`src/rtl/complete_arbiter_pkg.sv`:
```
// Shared types for the completion arbiter: the packed completion message
// carried from the writeback pipes onto the CompleteNotif broadcast.
package complete_arbiter_pkg;

  localparam int unsigned SEQ_BITS      = 5;
  localparam int unsigned NUM_PHYS_REGS = 36;
  localparam int unsigned PREG_BITS     = $clog2(NUM_PHYS_REGS);
  localparam int unsigned WADDR_BITS    = 5;
  localparam int unsigned WDATA_BITS    = 32;

  typedef struct packed {
    logic [SEQ_BITS-1:0]   seq_num;
    logic [WADDR_BITS-1:0] waddr;
    logic [PREG_BITS-1:0]  preg;
    logic [WDATA_BITS-1:0] wdata;
    logic                  wen;
  } complete_msg_t;

  localparam int unsigned MSG_BITS = $bits(complete_msg_t);

  // A single pipe still needs a 1-bit pointer field.
  function automatic int unsigned ptr_bits(int unsigned n);
    return (n > 32'd1) ? $clog2(n) : 32'd1;
  endfunction

  // Trace column: ASCII digit of the granted pipe, or a space when idle.
  function automatic logic [7:0] trace_char(logic granted, logic [7:0] idx);
    return granted ? (8'h30 + idx) : 8'h20;
  endfunction

endpackage

```
`src/rtl/complete_arbiter_rr.sv`:
```
// Combinational rotating-priority arbiter: one-hot grant to the first
// requester found scanning upward from i_ptr, modulo the pipe count.
module complete_arbiter_rr
  import complete_arbiter_pkg::*;
#(
  parameter int unsigned p_num_pipes = 2,
  parameter int unsigned p_ptr_bits  = ptr_bits(p_num_pipes)
) (
  input  logic [p_num_pipes-1:0] i_req,
  input  logic [p_ptr_bits-1:0]  i_ptr,
  output logic [p_num_pipes-1:0] o_grant,
  output logic [p_ptr_bits-1:0]  o_winner,
  output logic                   o_any
);

  logic [31:0] w_idx;
  logic        w_hit;

  // Scan offsets 0..N-1 from the pointer; the first hit blocks all later ones.
  always_comb begin
    o_grant  = '0;
    o_winner = '0;
    o_any    = 1'b0;
    w_idx    = 32'd0;
    w_hit    = 1'b0;
    for (int unsigned k = 0; k < p_num_pipes; k++) begin
      w_idx = 32'(i_ptr) + 32'(k);
      w_idx = (w_idx >= 32'(p_num_pipes)) ? (w_idx - 32'(p_num_pipes)) : w_idx;
      w_hit = i_req[w_idx] & ~o_any;
      o_grant[w_idx] = w_hit;
      o_winner = w_hit ? p_ptr_bits'(w_idx) : o_winner;
      o_any    = o_any | w_hit;
    end
  end

endmodule

```
`src/rtl/complete_arbiter.sv`:
```
// Round-robin share of the single completion path among the writeback pipes;
// the granted message is registered onto the completion broadcast.
module complete_arbiter
  import complete_arbiter_pkg::*;
#(
  parameter  int unsigned p_num_pipes     = 2,
  parameter  int unsigned p_num_phys_regs = NUM_PHYS_REGS,
  parameter  int unsigned p_seq_num_bits  = SEQ_BITS,
  localparam int unsigned P               = $clog2(p_num_phys_regs),
  localparam int unsigned PW              = ptr_bits(p_num_pipes)
) (
  input  logic                          clk,
  input  logic                          rst,
  input  logic          [p_num_pipes-1:0] req_val,
  output logic          [p_num_pipes-1:0] req_rdy,
  input  complete_msg_t [p_num_pipes-1:0] req_msg,
  output logic                          complete_val,
  output logic [p_seq_num_bits-1:0]     complete_seq,
  output logic [4:0]                    complete_waddr,
  output logic [P-1:0]                  complete_preg,
  output logic [31:0]                   complete_wdata,
  output logic                          complete_wen,
  output logic [PW-1:0]                 grant_ptr
);

  logic [p_num_pipes-1:0] w_grant;
  logic [PW-1:0]          w_winner;
  logic                   w_any;
  logic [PW-1:0]          w_ptr_nxt;
  complete_msg_t          w_msg_nxt;
  logic [PW-1:0]          r_ptr;
  logic                   r_val;
  complete_msg_t          r_msg;

  complete_arbiter_rr #(
    .p_num_pipes (p_num_pipes),
    .p_ptr_bits  (PW)
  ) u_rr (
    .i_req    (req_val),
    .i_ptr    (r_ptr),
    .o_grant  (w_grant),
    .o_winner (w_winner),
    .o_any    (w_any)
  );

  // Nothing is consumed while reset clears the broadcast register.
  assign req_rdy = rst ? '0 : (req_val & w_grant);

  // Pointer moves just past the winner; an idle cycle loads a cleared message.
  always_comb begin
    w_ptr_nxt = r_ptr;
    w_msg_nxt = '0;
    if (w_any) begin
      w_ptr_nxt = (32'(w_winner) == (p_num_pipes - 32'd1)) ? '0 : (w_winner + PW'(1));
      w_msg_nxt = req_msg[w_winner];
    end else begin
      w_ptr_nxt = r_ptr;
      w_msg_nxt = '0;
    end
  end

  // Broadcast register loads every cycle; there is no back-pressure downstream.
  always_ff @(posedge clk) begin
    if (rst) begin
      r_ptr <= '0;
      r_val <= 1'b0;
      r_msg <= '0;
    end else begin
      r_ptr <= w_ptr_nxt;
      r_val <= w_any;
      r_msg <= w_msg_nxt;
    end
  end

  assign complete_val   = r_val;
  assign complete_seq   = r_msg.seq_num;
  assign complete_waddr = r_msg.waddr;
  assign complete_preg  = r_msg.preg;
  assign complete_wdata = r_msg.wdata;
  assign complete_wen   = r_msg.wen;
  assign grant_ptr      = r_ptr;

endmodule

```
`config.mk`:
```
export PLATFORM = sky130hd
export DESIGN_NAME = complete_arbiter
export DESIGN_NICKNAME = d
export VERILOG_FILES = /design/src/rtl/complete_arbiter_pkg.sv /design/src/rtl/complete_arbiter_rr.sv /design/src/rtl/complete_arbiter.sv
export SDC_FILE = /design/constraint.sdc
export NUM_CORES = 1
export LEC_CHECK = 0
export CAP_MARGIN = 20
export CORE_UTILIZATION = 42
export CTS_BUF_LIST = sky130_fd_sc_hd__clkbuf_4
export CTS_CLUSTER_SIZE = 10
export DETAILED_ROUTE_END_ITERATION = 10
export HOLD_SLACK_MARGIN = 0.02
export PLACE_DENSITY_LB_ADDON = 0.12
export RECOVER_POWER = 100
export SYNTH_ARGS = -nofsm -noshare
export SYNTH_HDL_FRONTEND = slang
export SYNTH_SLANG_ARGS = --single-unit
export TNS_END_PERCENT = 30
```
`constraint.sdc`:
```
create_clock -name clk -period 2.2 [get_ports clk]
set_clock_uncertainty 0.05 [all_clocks]
set_input_delay 0.44 -clock clk [delete_from_list [all_inputs] [get_ports clk]]
set_output_delay 0.44 -clock clk [all_outputs]
set_load 0.05 [all_outputs]
```
==> results.cfg, run 1 <==
[outcome]
status = complete, no violations

[synth]
syn_area_mm2 = 0.002671
synth_warnings = 0
synth.avg_cell_area_um2 = 11.37
netlist-cell-type-count = 15
netlist_instances = 235
ys_seq_area_frac = 0.3822
syn_nets = 337
yosys_register_bits = 51

[placement]
dp_hpwl_mm = 4.499
dpl.cell_count = 443
io_buffers = 154
gp_congestion = 0.7634

[die]
die_y_um = 81.75
die-area_mm2 = 0.006683
start_util = 0.4433
io_pins = 155
die_w_um = 81.75
fp.coreArea_mm2 = 0.006026
rows = 28

[route]
vias = 2272
drtIter0Drc = 92
ant_nets = 0
avgViaCountPerCell = 5.038
drc = 0
first_pass_iters = 4
wirelength_mm = 6.841
avgRoutedWirePerCell_um = 15.17

[clocking]
cts.clk_slew.worst_paths_ps = 140
post-cts-setup-buffer-count = 0
numCtsBuffers = 5
hold_buffers = 0
ctsRootBufferMaster = clkbuf_4
cts_sinks = 51
htreeDepth = 2
clk-insertion-delay-late_ps = 360
cts_tree = done
clockBufferDepth = 2
post_cts_resized = 0

[global_routing]
antenna_found_initial = 0
grt_pass1_wl_mm = 10.29
grt_pass1_vias = 2093
grt_max_degree = 100
grt.overflow.total = 0
grt_use_total = 0.2001

[timing]
finalSetupViolations = 0
fmax_ghz = 0.4736
rsz0062_at_grt = no
fin_crit_sh = 0.9597
tightestPinTransition_ps = 627.0
final-max-slew-violation-count = 0
hold_violations = 0
relSlewSlack = 0.5820
fin_crit_ps = 2111

[setup_path]
rrSetupSlack_ps = 710
crit_type = in2out
critPathCaptureType = primary output
critPathLaunch = req_val[0]
path_max_fanout = 5
arrival_ps = 1620
worstPathRequired_ps = 1710
cp-start-kind = input pin
rr_startpoint = grant_ptr

[final_layout]
instances_no_fill = 451
nets = 477
syn2layout_area_growth_pct = 46.56
final_common_cell = clkdlybuf4s50_1
antenna_cells = 0
drive_gt1_frac = 0.06117
layout_common_cells = 100 x clkdlybuf4s50_1, 98 x nand2b_1, 51 x dfxtp_1, 50 x dlygate4sd3_1, 47 x o32ai_1

[power]
p_total_mw = 2.194
powerDensity_mw_per_mm2 = 560.3
p_leak_nw = 1.512
ir_worst_vdd_mv = 0.3083

[hold_path]
hold_start = rst
worstHoldPathType = in2reg

[run]
cap_violations = 0
[cell families (layout without fill, tap and decap cells)]
logic type,Yosys count,count (layout),synth area share
AND/OR/NAND/NOR,106,106,0.2450
AO/OA/AOI/OAI,50,50,0.3021
flip-flops,51,51,0.3822
buffers and inverters,28,169,0.07073
[flip-flops by register name, summed over array words and instances, names as in the netlist]
register	cells
complete_waddr	5
grant_ptr	1
complete_seq	5
complete_preg	6
complete_wen	1
complete_wdata	32
complete_val	1
[layout make-up]
type	instances	area, µm²
clock buffers	7	52.55
clock inverters	1	5.005
fillers	526	2111
inverters	1	3.754
multi-input cells	156	1121
flip-flops and latches	51	1021
well taps	75	93.84
repair buffers	160	1618
[critical path, cell delays in order]
cell,delay (ps)
dlygate4sd3_1,610
nor3b_1,380
buf_12,190
[Yosys cell counts]
| master | number | area, µm² |
|---|---|---|
| a21bo_2 | 1 | 10.01 |
| and2_1 | 1 | 6.260 |
| buf_2 | 10 | 50.05 |
| buf_4 | 1 | 7.510 |
| buf_6 | 6 | 67.56 |
| buf_8 | 2 | 30.03 |
| clkbuf_1 | 8 | 30.03 |
| dfxtp_1 | 51 | 1021 |
| inv_1 | 1 | 3.750 |
| nand2b_1 | 98 | 613.1 |
| nor2_1 | 3 | 11.26 |
| nor2b_1 | 1 | 6.260 |
| nor3_1 | 2 | 10.01 |
| nor3b_1 | 1 | 7.510 |
| o32ai_2 | 49 | 797.0 |
[power breakdown]
group	leakage [nW]	internal [mW]	switching [mW]
logic	1.05	0.338	0.413
registers	0.422	0.988	0.0155
clock network	0.0361	0.150	0.289
[final timing paths]
check | end | cells after the start
max reg2reg | complete_wdata[1] | 3
min reg2reg | grant_ptr | 2
min | grant_ptr | 2
max | req_rdy[0] | 3
[routing by layer]
metal | up-vias | routed length, µm | global-route usage | part of all wire
met5 | - | 0 | 0 | 0
met2 | 99 | 3087 | 0.3223 | 0.45
li1 | 1114 | - | - | -
met4 | 0 | 107 | 0.06140 | 0.016
met1 | 1048 | 2961 | 0.2517 | 0.43
met3 | 11 | 685 | 0.06556 | 0.10
[through the flow]
| stage | setup TNS, ps | setup slack [ps] | utilization | hold slack (ps) | cell area, µm² |
|---|---|---|---|---|---|
| CTS | 0 | 36.88 | 0.7118 | 308.1 | 4289 |
| finish | 0 | 88.64 | 0.6497 | 319.8 | 3915 |
| global route | 0 | 41.53 | 0.6497 | 311.7 | 3915 |
| floorplan | -197.5 | -197.5 | - | 505.8 | 2676 |
| detailed placement | 0 | 134.0 | 0.7022 | 513.2 | 4232 |
| global placement | 0 | 163.6 | 0.7022 | 508.3 | 4232 |
Power figures use the tool's default switching activity.
==> run 2, diff against run 1 <==
CTS_CLUSTER_SIZE = not set   (was 10)
RECOVER_POWER = not set   (was 100)
==> run 2 against run 1 <==
  * Global-route usage stayed put
  * Count of clock-buffer cells in the layout unchanged
  * Clock power barely moved
  * First-iteration DRC count unchanged
  * Sequential share of layout area down 2.3 points
  * Via count fell by 0.26%
  * Critical path type unchanged
==> results.cfg, run 2 (synthesis results as in run 1) <==
[clocking]
cts_sinks = 51
htreeDepth = 2
cts.clk_slew.worst_paths_ps = 140
numCtsBuffers = 5
post-cts-setup-buffer-count = 0
hold_buffers = 0
ctsRootBufferMaster = clkbuf_4
clockBufferDepth = 2
cts_tree = done
clk-insertion-delay-late_ps = 360
post_cts_resized = 0

[die]
die_w_um = 81.75
die_y_um = 81.75
start_util = 0.4433
fp.coreArea_mm2 = 0.006026
io_pins = 155
rows = 28
die-area_mm2 = 0.006683

[setup_path]
critPathLaunch = req_val[1]
arrival_ps = 1590
path_max_fanout = 2
worstPathRequired_ps = 1710
crit_type = in2out
reg2reg_depth = 3
r2r-end = complete_wdata[28]
rr_startpoint = grant_ptr
critPathCaptureType = primary output
cp-start-kind = input pin
endpoint = req_rdy[0]
rrSetupSlack_ps = 920

[final_layout]
syn2layout_area_growth_pct = 60.66
antenna_cells = 0
layout_common_cells = 150 x clkdlybuf4s50_1, 98 x nand2b_1, 51 x dfxtp_1, 49 x o32ai_2, 7 x clkbuf_4
n_fill_cell = 468
drive_gt1_frac = 0.1862
fin_area_mm2 = 0.004292
nets = 477
instances_no_fill = 451
final_common_cell = clkdlybuf4s50_1
largest_reg_flops = 32

[timing]
tightestPinTransition_ps = 535.7
fmax_ghz = 0.4811
rsz0062_at_grt = no
fin_crit_sh = 0.9448
relSlewSlack = 0.6417
finalSetupViolations = 0
fin_crit_ps = 2079
final-max-slew-violation-count = 0
hold_violations = 0

[global_routing]
grt.overflow.total = 0
antenna_found_initial = 0
grt_max_degree = 100
grt_pass1_wl_mm = 10.29
grt_use_total = 0.2001
grt_pass1_vias = 2093

[route]
vias = 2266
avgViaCountPerCell = 5.024
drtIter0Drc = 92
wirelength_mm = 6.793
drc = 0
ant_nets = 0
first_pass_iters = 4
avgRoutedWirePerCell_um = 15.06

[outcome]
status = complete, no violations

[placement]
gp_congestion = 0.7634
place_area_mm2 = 0.004232
dp_hpwl_mm = 4.499
dpl.cell_count = 443
io_buffers = 154

[power]
ir_worst_vdd_mv = 0.3636
powerDensity_mw_per_mm2 = 536.3
p_leak_nw = 1.509

[run]
cap_violations = 0

[hold_path]
worstHoldPathType = in2reg
[run 2: changes by cell type in the layout (fill, tap and decap cells not counted), sizes merged]
cell           delta
buf               +2
clkbuf            -3
clkdlybuf4s50    +50
dlygate4sd3      -50
dlymetal6s2s      +1
[run 2: cell type report]
| type | count | area, µm² | share of cell area |
|---|---|---|---|
| Clock buffer | 7 | 52.55 | 0.01224 |
| Inverter | 1 | 3.754 | 0.0008746 |
| Tap cell | 75 | 93.84 | 0.02187 |
| Timing Repair Buffer | 160 | 1642 | 0.3825 |
| Multi-Input combinational cell | 156 | 1474 | 0.3434 |
| Clock inverter | 1 | 5.005 | 0.001166 |
| Sequential cell | 51 | 1021 | 0.2379 |
[run 2: how the worst min path moves through the flow]
stage                     from      endpoint  slack (ps)  cells after the start
floorplan           req_val[1]  complete_val         510                      2
global route               rst     grant_ptr         310                      2
detailed placement   grant_ptr     grant_ptr         510                      2
finish                     rst     grant_ptr         320                      2
global placement     grant_ptr     grant_ptr         510                      2
CTS                        rst     grant_ptr         310                      2
[run 2: worst max-delay path, stage by stage]
cell and delay, ps:
clkdlybuf4s50_1 420, and2_1 180, nor3b_1 360, buf_12 190
[run 2: metrics by stage]
| stage | setup TNS (ps) | setup WS (ps) | hold WS [ps] | utilization | power, mW |
|---|---|---|---|---|---|
| after detailed placement | 0 | 134.0 | 513.2 | 0.7022 | 1.888 |
| after global routing | 0 | 81.75 | 311.7 | 0.7122 | 2.418 |
| after CTS | 0 | 36.88 | 308.1 | 0.7118 | 2.332 |
| after global placement | 0 | 163.6 | 508.3 | 0.7022 | 1.878 |
| final | 0 | 121.4 | 320.7 | 0.7122 | 2.301 |
| after floorplan | -197.5 | -197.5 | 505.8 | - | 1.543 |
[run 2: power breakdown]
part	switching [mW]	internal (mW)
Sequential	0.0183	0.988
Combinational	0.454	0.402
Clock	0.289	0.150
Total	0.761	1.54
[run 2: routing by layer]
metal | wire length, µm | track usage | up-vias
li1 | - | - | 1111
met1 | 2817 | 0.2517 | 1049
met2 | 3236 | 0.3223 | 95
met3 | 632 | 0.06556 | 11
met4 | 107 | 0.06140 | 0
met5 | 0 | 0 | -
==> run 3, diff against run 2 <==
CAP_MARGIN = 25   (was 20)
PLACE_DENSITY = 0.95   (was not set)
PLACE_DENSITY_LB_ADDON = not set   (was 0.12)
==> run 3 against run 2 <==
  * Core utilization shrank 0.083 points
  * Setup slack gained 4.1 ps
  * Sequential share of layout area is essentially flat
  * Count of clock-buffer cells in the layout is the same
  * Clock power shrank 2%
  * Hold slack gained 150 ps
  * Maximum frequency grew 0.20%
==> results.cfg, run 3 (synthesis results as in run 1) <==
[outcome]
status = complete, no violations

[placement]
preCtsSetupSlack_ps = 107.9
dpl.cell_count = 444
dp_hpwl_mm = 4.977
gp_congestion = 0.7298
io_buffers = 154

[timing]
relSlewSlack = 0.4565
fin_setup_tns_ps = 0
tightestPinTransition_ps = 815.3
fmax_ghz = 0.4820
final-max-slew-violation-count = 0
timing.hold.ws_ps = 466.5
finalSetupViolations = 0
rsz0062_at_grt = no
fin_crit_ps = 2075
setup_ws_ps = 125.4
fin_crit_sh = 0.9430
hold_violations = 0

[global_routing]
grt_pass1_wl_mm = 10.82
antenna_found_initial = 0
grt_max_degree = 77
grt_pass1_vias = 2327
grt_use_total = 0.2128
grt.overflow.total = 0

[die]
io_pins = 155
die_y_um = 81.75
fp.coreArea_mm2 = 0.006026
die_w_um = 81.75
die-area_mm2 = 0.006683
start_util = 0.4433
rows = 28

[route]
avgViaCountPerCell = 5.031
ant_nets = 0
wirelength_mm = 7.040
avgRoutedWirePerCell_um = 15.58
drc = 0
vias = 2274
first_pass_iters = 4
drtIter0Drc = 65

[power]
p_leak_nw = 1.509
combPwrFrac = 0.375
ir_worst_vdd_mv = 0.3014
sequentialPowerShare = 0.438
clockPowerShare = 0.188
swShare = 0.3304
p_sw_uw = 760.5
p_int_mw = 1.541
powerDensity_mw_per_mm2 = 536.9

[final_layout]
final_common_cell = clkdlybuf4s50_1
drive_gt1_frac = 0.1883
nets = 478
instances_no_fill = 452
final_util = 0.7114
antenna_cells = 0
layout_common_cells = 150 x clkdlybuf4s50_1, 98 x nand2b_1, 51 x dfxtp_1, 49 x o32ai_2, 7 x clkbuf_4
largest_reg_flops = 32
syn2layout_area_growth_pct = 60.47
n_fill_cell = 473

[hold_path]
worstHoldPathType = in2reg
hold_path_depth = 2

[setup_path]
slowest_delay_ps = 480
crit_type = in2out
cp_top_family = buffers and inverters
worstPathCellList = clkdlybuf4s50_1 -> and2_1 -> nor3b_1 -> buf_4 -> buf_12
reg2reg_depth = 3
path_max_fanout = 4
cp_slowest_cell = clkdlybuf4s50_1
cp-start-kind = input pin
worstPathRequired_ps = 1710
critPathCaptureType = primary output
crit_buf_inv = 3
cp_num_cells = 5
arrival_ps = 1580

[clocking]
numCtsBuffers = 5
ctsRootBufferMaster = clkbuf_4
post-cts-setup-buffer-count = 0
cts.clk_slew.worst_paths_ps = 140
cts_sinks = 51
cts_tree = done
htreeDepth = 2
clk-insertion-delay-late_ps = 360
clockBufferDepth = 2

[run]
cap_violations = 0
## run 3: cell count changes in the layout (fill, tap and decap cells not counted), sizes merged
cell	before	now
buf	9	10
## run 3: per-layer routing
| metal | vias to the layer above | part of all wire | global-route usage | wire length, µm |
|---|---|---|---|---|
| li1 | 1110 | - | - | - |
| met1 | 1052 | 0.39 | 0.2434 | 2757 |
| met2 | 99 | 0.50 | 0.3661 | 3544 |
| met3 | 13 | 0.085 | 0.07111 | 596 |
| met4 | 0 | 0.020 | 0.07719 | 142 |
| met5 | - | 0 | 0 | 0 |
## run 3: per-stage QoR
stage          power [mW]  cell area, µm²
2_1_floorplan       1.543            2676
3_3_place_gp        1.880            4227
3_5_place_dp        1.893            4227
4_1_cts             2.324            4284
5_1_grt             2.410            4287
6_report            2.301            4287
## run 3: path summary, 6_finish.rpt
check	slack (ps)	start	to
worst max-delay path	130	req_val[1]	req_rdy[0]
worst min-delay path	470	rst	complete_val
worst max register to register	930	grant_ptr	complete_wdata[9]
worst min register to register	540	grant_ptr	grant_ptr
## run 3: power by group through the flow
stage	Sequential, mW	Clock [mW]	Combinational [mW]
after floorplan	1.26	0	0.287
after global placement	1.03	0	0.853
after detailed placement	1.03	0	0.866
after CTS	1.01	0.448	0.869
after global routing	1.01	0.487	0.909
final	1.01	0.432	0.863
## run 3: repair_timing
action | in CTS | in global routing
gates resized for setup | 0 | 1
hold buffers | 0 | 0
hold endpoints to repair | 0 | 0
setup endpoints to repair | 0 | 1
## run 3: area by class of cell
cell class / count / area [µm²] / area share
clock buffer: 7 / 52.55 / 0.01226
sequential: 51 / 1021 / 0.2382
inverter: 1 / 3.754 / 0.0008757
tap: 75 / 93.84 / 0.02189
clock inverter: 1 / 5.005 / 0.001168
timing repair buffer: 161 / 1637 / 0.3818
multi-input combinational: 156 / 1474 / 0.3438
## run 3: worst reg2reg max path: stages, from the launching register on
cell     delay [ps]
dfxtp_1         460
a21bo_2         250
buf_4           260
o32ai_2         110
